`src/rtl/anomaly_event_logger.sv`:
```
// Timestamped anomaly event FIFO with burst-escalation alarm FSM.
// Optional per-channel event counters: define EVENT_COUNTERS_EN.
module anomaly_event_logger #(
    parameter int NCH          = 4,
    parameter int TS_W         = 16,
    parameter int DEPTH        = 8,
    parameter int WIN          = 64,
    parameter int ALARM_THRESH = 3,
    parameter int HOLD_CYC     = 32
) (
    input  logic                      clk,
    input  logic                      rst_n,
    input  logic [NCH-1:0]            outlier_flags,
    input  logic                      anomaly_pulse,
    input  logic                      rd_ready,
    output logic                      rd_valid,
    output logic [TS_W+NCH-1:0]       rd_data,
    output logic [$clog2(DEPTH):0]    fifo_count,
    output logic                      overflow,
    input  logic                      clr_ovf,
    output logic                      warn,
    output logic                      alarm
`ifdef EVENT_COUNTERS_EN
    ,
    output logic [NCH*16-1:0]         ch_count
`endif
);

    localparam int DW = TS_W + NCH;
    localparam int AW = $clog2(DEPTH);
    localparam int CW = AW + 1;
    localparam int WW = $clog2(WIN);
    localparam int EW = $clog2(ALARM_THRESH + 1);
    localparam int QW = $clog2(HOLD_CYC + 1);

    typedef enum logic [1:0] {S_IDLE, S_WARN, S_ALARM} state_t;

    logic [TS_W-1:0] ts_q, ts_d;
    logic [DW-1:0]   mem_q [DEPTH];
    logic [DW-1:0]   mem_d [DEPTH];
    logic [AW-1:0]   wr_ptr_q, wr_ptr_d, rd_ptr_q, rd_ptr_d;
    logic [CW-1:0]   cnt_q, cnt_d;
    logic            ovf_q, ovf_d;
    logic [WW-1:0]   win_q, win_d;
    logic [EW-1:0]   evt_cnt_q, evt_cnt_d, evt_base;
    logic [QW-1:0]   quiet_q, quiet_d;
    state_t          state_q, state_d;
    logic            pop, push, drop, full, win_last;

    always_comb begin
        full     = (cnt_q == CW'(DEPTH));
        pop      = (cnt_q != '0) && rd_ready;
        push     = anomaly_pulse && (!full || pop);
        drop     = anomaly_pulse && full && !pop;
        ts_d     = ts_q + TS_W'(1);
        mem_d    = mem_q;
        wr_ptr_d = wr_ptr_q;
        rd_ptr_d = rd_ptr_q;
        cnt_d    = cnt_q;
        if (push) begin
            mem_d[wr_ptr_q] = {ts_q, outlier_flags};
            wr_ptr_d        = wr_ptr_q + AW'(1);
        end
        if (pop) begin
            rd_ptr_d = rd_ptr_q + AW'(1);
        end
        unique case ({push, pop})
            2'b10:   cnt_d = cnt_q + CW'(1);
            2'b01:   cnt_d = cnt_q - CW'(1);
            default: cnt_d = cnt_q;
        endcase
        // a drop in the same cycle as a clear must leave the flag set
        ovf_d = drop ? 1'b1 : (clr_ovf ? 1'b0 : ovf_q);
    end

    always_comb begin
        win_last  = (win_q == WW'(WIN - 1));
        win_d     = win_last ? '0 : win_q + WW'(1);
        evt_base  = (win_q == '0) ? '0 : evt_cnt_q;
        evt_cnt_d = evt_base;
        if (anomaly_pulse && evt_base != EW'(ALARM_THRESH)) begin
            evt_cnt_d = evt_base + EW'(1);
        end
        quiet_d = '0;
        if (state_q == S_ALARM && !anomaly_pulse) begin
            quiet_d = quiet_q + QW'(1);
        end
    end

    always_ff @(posedge clk or negedge rst_n) begin
        if (!rst_n) begin
            ts_q      <= '0;
            wr_ptr_q  <= '0;
            rd_ptr_q  <= '0;
            cnt_q     <= '0;
            ovf_q     <= 1'b0;
            win_q     <= '0;
            evt_cnt_q <= '0;
            quiet_q   <= '0;
            for (int i = 0; i < DEPTH; i++) begin
                mem_q[i] <= '0;
            end
        end else begin
            ts_q      <= ts_d;
            wr_ptr_q  <= wr_ptr_d;
            rd_ptr_q  <= rd_ptr_d;
            cnt_q     <= cnt_d;
            ovf_q     <= ovf_d;
            win_q     <= win_d;
            evt_cnt_q <= evt_cnt_d;
            quiet_q   <= quiet_d;
            mem_q     <= mem_d;
        end
    end

    always_ff @(posedge clk or negedge rst_n) begin
        if (!rst_n) begin
            state_q <= S_IDLE;
        end else begin
            state_q <= state_d;
        end
    end

    always_comb begin
        state_d = state_q;
        unique case (state_q)
            S_IDLE: begin
                if (anomaly_pulse) state_d = S_WARN;
            end
            S_WARN: begin
                if (evt_cnt_d == EW'(ALARM_THRESH)) state_d = S_ALARM;
                else if (win_last)                 state_d = S_IDLE;
            end
            S_ALARM: begin
                if (!anomaly_pulse && quiet_q == QW'(HOLD_CYC - 1)) state_d = S_IDLE;
            end
            default: state_d = S_IDLE;
        endcase
    end

    always_comb begin
        warn       = (state_q == S_WARN);
        alarm      = (state_q == S_ALARM);
        rd_valid   = (cnt_q != '0);
        rd_data    = rd_valid ? mem_q[rd_ptr_q] : '0;
        fifo_count = cnt_q;
        overflow   = ovf_q;
    end

`ifdef EVENT_COUNTERS_EN
    logic [15:0] ch_cnt_q [NCH];
    logic [15:0] ch_cnt_d [NCH];

    always_comb begin
        for (int i = 0; i < NCH; i++) begin
            ch_cnt_d[i] = ch_cnt_q[i];
            if (anomaly_pulse && outlier_flags[i] && ch_cnt_q[i] != 16'hFFFF) begin
                ch_cnt_d[i] = ch_cnt_q[i] + 16'd1;
            end
            ch_count[i*16 +: 16] = ch_cnt_q[i];
        end
    end

    always_ff @(posedge clk or negedge rst_n) begin
        if (!rst_n) begin
            for (int i = 0; i < NCH; i++) begin
                ch_cnt_q[i] <= '0;
            end
        end else begin
            ch_cnt_q <= ch_cnt_d;
        end
    end
`endif

endmodule

```
`config.mk`:
```
export PLATFORM = sky130hd
export DESIGN_NAME = anomaly_event_logger
export DESIGN_NICKNAME = d
export VERILOG_FILES = /design/src/rtl/anomaly_event_logger.sv
export SDC_FILE = /design/constraint.sdc
export NUM_CORES = 1
export LEC_CHECK = 0
export BUFFER_PORTS_ARGS = -buffer_cell sky130_fd_sc_hd__buf_4
export CAP_MARGIN = 25
export CORE_MARGIN = 5
export CORE_UTILIZATION = 55
export CTS_CLUSTER_DIAMETER = 40
export DETAILED_ROUTE_END_ITERATION = 7
export PLACE_DENSITY = 0.74
export REMOVE_ABC_BUFFERS = 1
export SETUP_SLACK_MARGIN = 0.4
export SLEW_MARGIN = 40
export SYNTH_ARGS = -nofsm -noshare
export SYNTH_HDL_FRONTEND = slang
export SYNTH_SLANG_ARGS = --single-unit
```
`constraint.sdc`:
```
create_clock -name clk -period 3.4 [get_ports clk]
set_input_delay 0.68 -clock clk [delete_from_list [all_inputs] [get_ports clk]]
set_output_delay 0.68 -clock clk [all_outputs]
set_load 0.02 [all_outputs]
```
==> results of run 1 <==
worst paths after layout:
kind | from | to | slack, ps | depth (start not counted)
max reg2reg | fifo_count[0] | fifo_count[3] | 850 | 9
min in group clk | clr_ovf | overflow | 340 | 2
max in group asynchronous | rst_n | mem_q[59] | 2470 | 2
min reg2reg | quiet_q[0] | quiet_q[0] | 480 | 1
min | rst_n | quiet_q[4] | 170 | 1
max | rd_ptr_q[0] | rd_data[13] | 480 | 5
area by class of cell:
type                    count  area, sq um
well taps                 220          275
clock buffers              36          813
inverters                  11         43.8
multi-input cells         368         3980
fillers                  1168         5790
flip-flops and latches    203         5080
repair buffers             52          459
clock inverters            19          200
sequential cells by signal, summed over array words and instances, names as in the netlist:
register,cells
evt_cnt_q,2
fifo_count,4
mem_q,160
overflow,1
quiet_q,6
rd_ptr_q,3
state_q,2
ts_q,16
win_q,6
wr_ptr_q,3
metal layers:
metal / track usage, % / up-vias / part of all wire [%]
met4: 5.51 / 0 / 1.6
met1: 27.1 / 2808 / 44
li1: - / 2367 / -
met2: 31.7 / 92 / 51
met5: 0 / - / 0
met3: 3.34 / 22 / 3.4
power groups by stage:
stage | Sequential, mW | Clock, mW | Combinational [mW]
6_report | 3.42 | 3.01 | 2.95
5_1_grt | 3.49 | 3.19 | 3.20
4_1_cts | 3.41 | 3.08 | 3.00
3_5_place_dp | 3.44 | 0 | 2.98
3_3_place_gp | 3.38 | 0 | 2.89
2_1_floorplan | 3.49 | 0 | 1.92
worst register-to-register path, delay by kind of cell, from the launching register on:
family	cells	cell delay [ps]
buffers and inverters	2	150
flip-flops	1	440
AO/OA/AOI/OAI	1	300
AND/OR/NAND/NOR	4	1160
XOR/XNOR	1	150
adder cells (fa/ha/maj)	1	270
metrics by stage:
stage / hold slack [ps] / cell area, sq um / util, % / std cells / setup slack (ps)
3_3_place_gp: 459 / 9830 / 59.1 / 854 / 852
4_1_cts: 251 / 10800 / 65.2 / 909 / 386
2_1_floorplan: 384 / 9100 / - / 582 / 25.4
3_5_place_dp: 471 / 9830 / 59.1 / 854 / 793
6_report: 170 / 10900 / 65.2 / 909 / 484
5_1_grt: 218 / 10900 / 65.2 / 909 / 371
cell families after synthesis:
| kind of cell | Yosys count | synth area share (%) |
|---|---|---|
| mux | 223 | 32.2 |
| simple gates | 89 | 4.99 |
| fa+ha+maj | 10 | 1.34 |
| compound gates | 15 | 1.11 |
| buf+inv | 61 | 3.09 |
| flops | 203 | 54.4 |
| xor+xnor | 31 | 2.90 |
cells in the final DEF (no fill, tap or decap), drive strengths merged, types with 3 or more instances in the layout:
cell type and n:
nand2 11, nor2 35, nand3 14, clkinvlp 4, buf 52, nor2b 3, xor2 13, ha 10
mux2i 21, o21ai 4, clkbuf 36, inv 16, nand4b 3, clkinv 8, mux4 40, xnor2 18
mux2 162, nand4 5, dfrtp 203, or4b 3, and3 5
repair_timing:
item | 4_1_cts | 5_1_grt
pin swaps | 0 | 0
buffers inserted | 0 | 0
gates resized for setup | 1 | 3
hold endpoints to repair | 0 | 0
hold buffers | 0 | 0
endpoints found under the setup margin | 10 | 16
==> results list, run 1 <==
- Global routing used 19.4% of the available tracks.
- Kind of critical path: reg2out
* # port buffers: 36
- Vias per Instance: 5.82
- The worst-case IR drop observed on VDD is 0.765 mV.
- Die Wd: 140 microns
* Outcome: completed
* Cell taking the most area after synthesis: sky130_fd_sc_hd__dfrtp_1
- CP endpoint kind: primary output
- At the pin with the least slew margin, the transition time is 715 ps.
- Total negative slack for setup checks: 0 ps
- Number of vias in the routed layout: 5289
- Number of DRC markers after the initial detailed-route iteration: 216
* Number of nets in the layout: 685
- Summed over all layers, the global routing overflow is 0.
- Relative to the synthesized area, the layout overhead comes to 16.2%.
- Post-detailed-route count of antenna-violating nets: 0
* Number of flops mapped to enable cells by yosys: 0
* Clock tree root buffer cell: sky130_fd_sc_hd__clkbuf_16
* Std-Cell Core Area: 16600 sq um
- Walking the worst path, the cells encountered are buf_8 > mux4_2 > mux2i_1 > nor2_1 > buf_4.
- In this run, CTS created clock tree buffers numbering 30.
- The congestion estimate from routability-driven global placement came to 0.747.
- CTS tree: built
- Final Max Tran Viols: 0
- Once the floorplan was initialized, standard cells occupied 56.2% of the core.
- Vert. Die Dim: 140 microns
* Final Skew: 14.6 ps
- P per Cell Area: 863 nW/um^2
- Synthesis Warnings: 0
- Power share of the combinational group: 31.5%
* Fraction of the yosys area taken by sequential cells: 54.4%
* Initial antenna violation count: 0
- CTS H-Tree Depth: 1
* Fraction of layout instances using a drive strength above 1: 45.7%
- The final layout contains routed wiring with a total length of 18300 microns.
- Dividing the synthesized area by the synthesized cell count gives 14.8 sq um.
- Total internal power: 6.48 mW
* Fraction of synthesized cell area taken by the top area cell type: 54.4%
- Highest clock rate: 343 MHz
* Worst skew pair latency: 530 ps
- Async set-reset flop share out of synthesis: 100%
- Count of pins on the block boundary: 37
* Kind of cell adding the most delay to the critical path: multiplexers
- Power consumption: 9.37 mW
- DRC violations left: 0
- Synthesized area: 9350 sq um
- The first global-routing pass estimated 31000 microns of wire.
- In this run switching power makes up 30.9% of total power.
- Headroom to the max-slew limit came out at 52.4%.
- At the worst endpoint, the arrival time is 2240 ps.
- Once detailed placement completed, the half-perimeter wirelength came to 11200 microns.
* Post-detailed-route wirelength per cell: 20.2 microns
- Antenna diode instance count: 0
- The floorplan has 47 rows.
- Of the total power, the clock network draws 32.1%.
- Time the worst path needs with I/O delays and setup: 2920 ps
- Sequential Power Share: 36.4%
- Number of hold violations in the final report: 0
- Maximum number of pins on one net before global-route repair: 94
- Of the available clock period, the critical path in the final layout requires 85.8%.
- CP startpoint kind: register
- Setup violations remaining at the end of the flow were counted as 0.
- Seq cells post-synth: 203
* Dominant synthesized flop cell: sky130_fd_sc_hd__dfrtp_1
- The slowest stage of the critical path is the sky130_fd_sc_hd__mux4_2 cell.
* Clock sink count: 203
- CTS clock-pin slew for the worst setup and hold paths: 50 ps
* Crit-path max FO: 13
- For this design the total switching power over the nets is 2.90 mW.
- Req. time, crit path: 2720 ps
- Worst min path class: in2async
- Most frequent cells after synthesis: sky130_fd_sc_hd__dfrtp_1, sky130_fd_sc_hd__mux2_2, sky130_fd_sc_hd__mux4_2, sky130_fd_sc_hd__nor2_1, sky130_fd_sc_hd__clkbuf_1
- In this run, distinct cell masters in the synthesized netlist total 39.
- Buffers from clock root to sink, at most: 3
* Total die area: 19700 sq um
- Most repeated cell in the gate-level netlist after synthesis: sky130_fd_sc_hd__dfrtp_1
* Reported leakage power: 5.11 nW
- Number of iterations in the first detailed-routing pass: 4
- By area the synthesized netlist is led by sky130_fd_sc_hd__dfrtp_1, sky130_fd_sc_hd__mux2_2, sky130_fd_sc_hd__mux4_2.
- Together, buffers and inverters on the worst path number 2.
- The number of global-route vias before repair was 5857.
- For this run, the slowest stage of the critical path takes 520 ps.
* RSZ-0062 raised after global routing: yes
* Max cap viols: 0
* Mapped Cells: 632
Power figures use the tool's default switching activity.
==> run 2, diff against run 1 <==
--- a/config.mk
+++ b/config.mk
@@ -7,11 +7,11 @@
 export LEC_CHECK = 0
 export BUFFER_PORTS_ARGS = -buffer_cell sky130_fd_sc_hd__buf_4
 export CAP_MARGIN = 25
-export CORE_MARGIN = 5
+export CORE_MARGIN = 2
 export CORE_UTILIZATION = 55
 export CTS_CLUSTER_DIAMETER = 40
 export DETAILED_ROUTE_END_ITERATION = 7
-export PLACE_DENSITY = 0.74
+export PLACE_DENSITY = 0.83
 export REMOVE_ABC_BUFFERS = 1
 export SETUP_SLACK_MARGIN = 0.4
 export SLEW_MARGIN = 40
==> run 2 against run 1 <==
Against the previous run:
- core utilization down 0.27 points
- clock skew up 5.0 ps
- sequential share of layout area up 0.32 points
- critical endpoint is now rd_data[10]
- power down 1.2%
- register-to-register slack about the same
- global-route usage up 3.1 points
- die area down 8.4%
- maximum frequency up 0.44%
==> results list, run 2 (synthesized netlist as in run 1, its figures left out) <==
- The overall die height was 134 microns (was 140 microns).
* Reg-to-reg critical path startpoint: win_q[0] (was fifo_count[0])
- The max-slew violation count is 0 (unchanged).
- GRT Residual Overflow: 0 (unchanged)
- The kind of cell adding the most delay to the critical path was multiplexers (unchanged).
- CTS H-Tree Depth: 1 (unchanged)
- The HPWL after detailed placement was 11300 microns (was 11200 microns).
- The peak fanout along the critical path is 21 (was 13).
- Clock tree root buffer cell: sky130_fd_sc_hd__clkbuf_16 (unchanged)
- RSZ-0062 raised after global routing: no (was yes).
- The final weighted congestion in routability-driven placement came to 0.751 (was 0.747).
* Worst skew pair latency: 540 ps (was 530 ps)
* Die Wd: 134 microns (was 140 microns)
- Number of flip-flops in the largest register: 160 (unchanged)
* Final wirelength: 19500 microns (was 18300 microns)
* Setup-failing EPs final: 0 (unchanged)
- The area inside the core boundary came to 16600 sq um (about the same).
- The starting utilization of the core area came to 56.4% (was 56.2%).
* Post-detailed-route wirelength per cell: 21.6 microns (was 20.2 microns)
* Clock sink count: 203 (unchanged)
- Arrival time of the worst setup path: 2220 ps (was 2240 ps)
- Final period utilization: 85.4% (was 85.8%)
- The worst max-slew margin expressed relative to the limit was 49.9% (was 52.4%).
- The wire length of the first global-routing pass was 31700 microns (was 31000 microns).
* Maximum number of pins on one net before global-route repair: 95 (was 94)
- Area delta synth->final: 15.3% (was 16.2%)
- The capture instance of the worst register-to-register path was state_q[0] (was fifo_count[3]).
- The sum of negative setup slack was 0 ps (unchanged).
- Time the worst path needs with I/O delays and setup: 2900 ps (was 2920 ps)
- The final hold slack was 170 ps (about the same).
- Register containing the most flip-flops in the final layout: mem_q (unchanged)
- The antenna diode count was 0 (unchanged).
- Outcome: completed (unchanged)
- The post-layout utilization of the core came to 65.0% (was 65.2%).
- CTS clock-pin slew for the worst setup and hold paths: 50 ps (about the same)
- The length of the first detailed-routing pass in iterations is 4 (unchanged).
* Worst reg-to-reg setup slack: 840 ps (was 850 ps)
- DRC violations left: 0 (unchanged)
- Number of vias in the routed layout: 5325 (was 5289)
* Worst slew pin tran: 742 ps (was 715 ps)
- Post-detailed-route count of antenna-violating nets: 0 (unchanged)
- CP Cell Sequence: buf_16 > mux4_2 > mux2i_1 > nor2_1 > buf_4 (was buf_8 > mux4_2 > mux2i_1 > nor2_1 > buf_4)
- The worst-case clock skew is 19.5 ps (was 14.6 ps).
* Number of hold buffers added after cts: 0 (unchanged)
- Number of nets in the layout: 682 (was 685)
* Vias per Instance: 5.90 (was 5.82)
* Total die area: 18100 sq um (was 19700 sq um)
- The initial antenna violation count is 0 (unchanged).
- The number of buffers inserted during clock tree synthesis was 27 (was 30).
* Count of pins on the block boundary: 37 (unchanged)
- Leading cell type in the layout, fill and taps excluded: sky130_fd_sc_hd__dfrtp_1 (unchanged)
- The sum of buffers and inverters on the critical path was 2 (unchanged).
- # port buffers: 36 (unchanged)
- The total power consumption of the routed design was 9.26 mW (was 9.37 mW).
* CP startpoint kind: register (unchanged)
- CTS tree: built (unchanged)
- The kind of critical path was reg2out (unchanged).
- Number of hold violations in the final report: 0 (unchanged)
- Worst min path class: in2async (unchanged)
- Max cap viols: 0 (unchanged)
- Worst VDD drop: 0.765 mV (about the same)
* Highest clock rate: 344 MHz (was 343 MHz)
- CP endpoint kind: primary output (unchanged)
* Standard-cell row count: 47 (unchanged)
* Leading cell types in the layout, fill and taps excluded: sky130_fd_sc_hd__dfrtp_1, sky130_fd_sc_hd__mux2_2, sky130_fd_sc_hd__buf_4 (unchanged)
* Slowest stage cell on the critical path: sky130_fd_sc_hd__mux4_2 (unchanged)
- The combined global-route utilization of all metal layers was 22.5% (was 19.4%).
- The leakage power is 5.07 nW (was 5.11 nW).
- Largest registers: mem_q x160, ts_q x16 (unchanged).
- The initial DRC count is 340 (was 216).
* Req. time, crit path: 2720 ps (about the same)
- The number of buffers on the longest clock path is 3 (unchanged).
- The total power density per cell area was 859 nW/um^2 (was 863 nW/um^2).
- R2r worst-path depth: 10 (was 9)
* Delay of the slowest critical-path stage: 520 ps (about the same)
- The number of global-route vias before repair came to 5908 (was 5857).
- The share of layout cells above drive strength 1 was 44.6% (was 45.7%).
run 2: through the flow:
step	instances	setup WS, ps	area (sq um)
floorplan	582	25.4	9100
global placement	853	853	9830
detailed placement	853	814	9830
CTS	901	435	10700
global route	902	417	10800
finish	902	497	10800
run 2: cell type report:
type / count / area, sq um
Fill cell: 1189 / 5810
Sequential cell: 203 / 5080
Multi-Input combinational cell: 368 / 3980
Clock buffer: 35 / 736
Timing Repair Buffer: 52 / 489
Tap cell: 220 / 275
Clock inverter: 13 / 169
Inverter: 11 / 43.8
run 2: report_power, final:
| group | switching [mW] | internal (mW) |
|---|---|---|
| registers | 0.411 | 2.99 |
| clock network | 1.05 | 1.76 |
| logic | 1.41 | 1.64 |
run 2: how the worst max path moves through the flow:
stage	startpoint	end	slack [ps]	cells past startpoint
6_report	rd_ptr_q[0]	rd_data[10]	500	5
5_1_grt	rd_ptr_q[0]	rd_data[14]	420	5
4_1_cts	rd_ptr_q[0]	rd_data[12]	440	5
3_5_place_dp	rd_ready	mem_q[129]	810	6
3_3_place_gp	rd_ready	mem_q[129]	850	6
2_1_floorplan	fifo_count[2]	fifo_count[3]	30	9
run 2: metal layers:
layer | track usage, % | vias to the layer above | routed length (microns)
met1 | 30.6 | 2809 | 8430
met3 | 3.63 | 45 | 990
met4 | 7.25 | 0 | 457
met5 | 0 | - | 0
met2 | 37.6 | 122 | 9630
li1 | - | 2349 | -
run 2: repair_timing:
item                                    CTS  global route
endpoints found under the setup margin    0             6
setup buffers                             0             0
gates resized for setup                   0             2
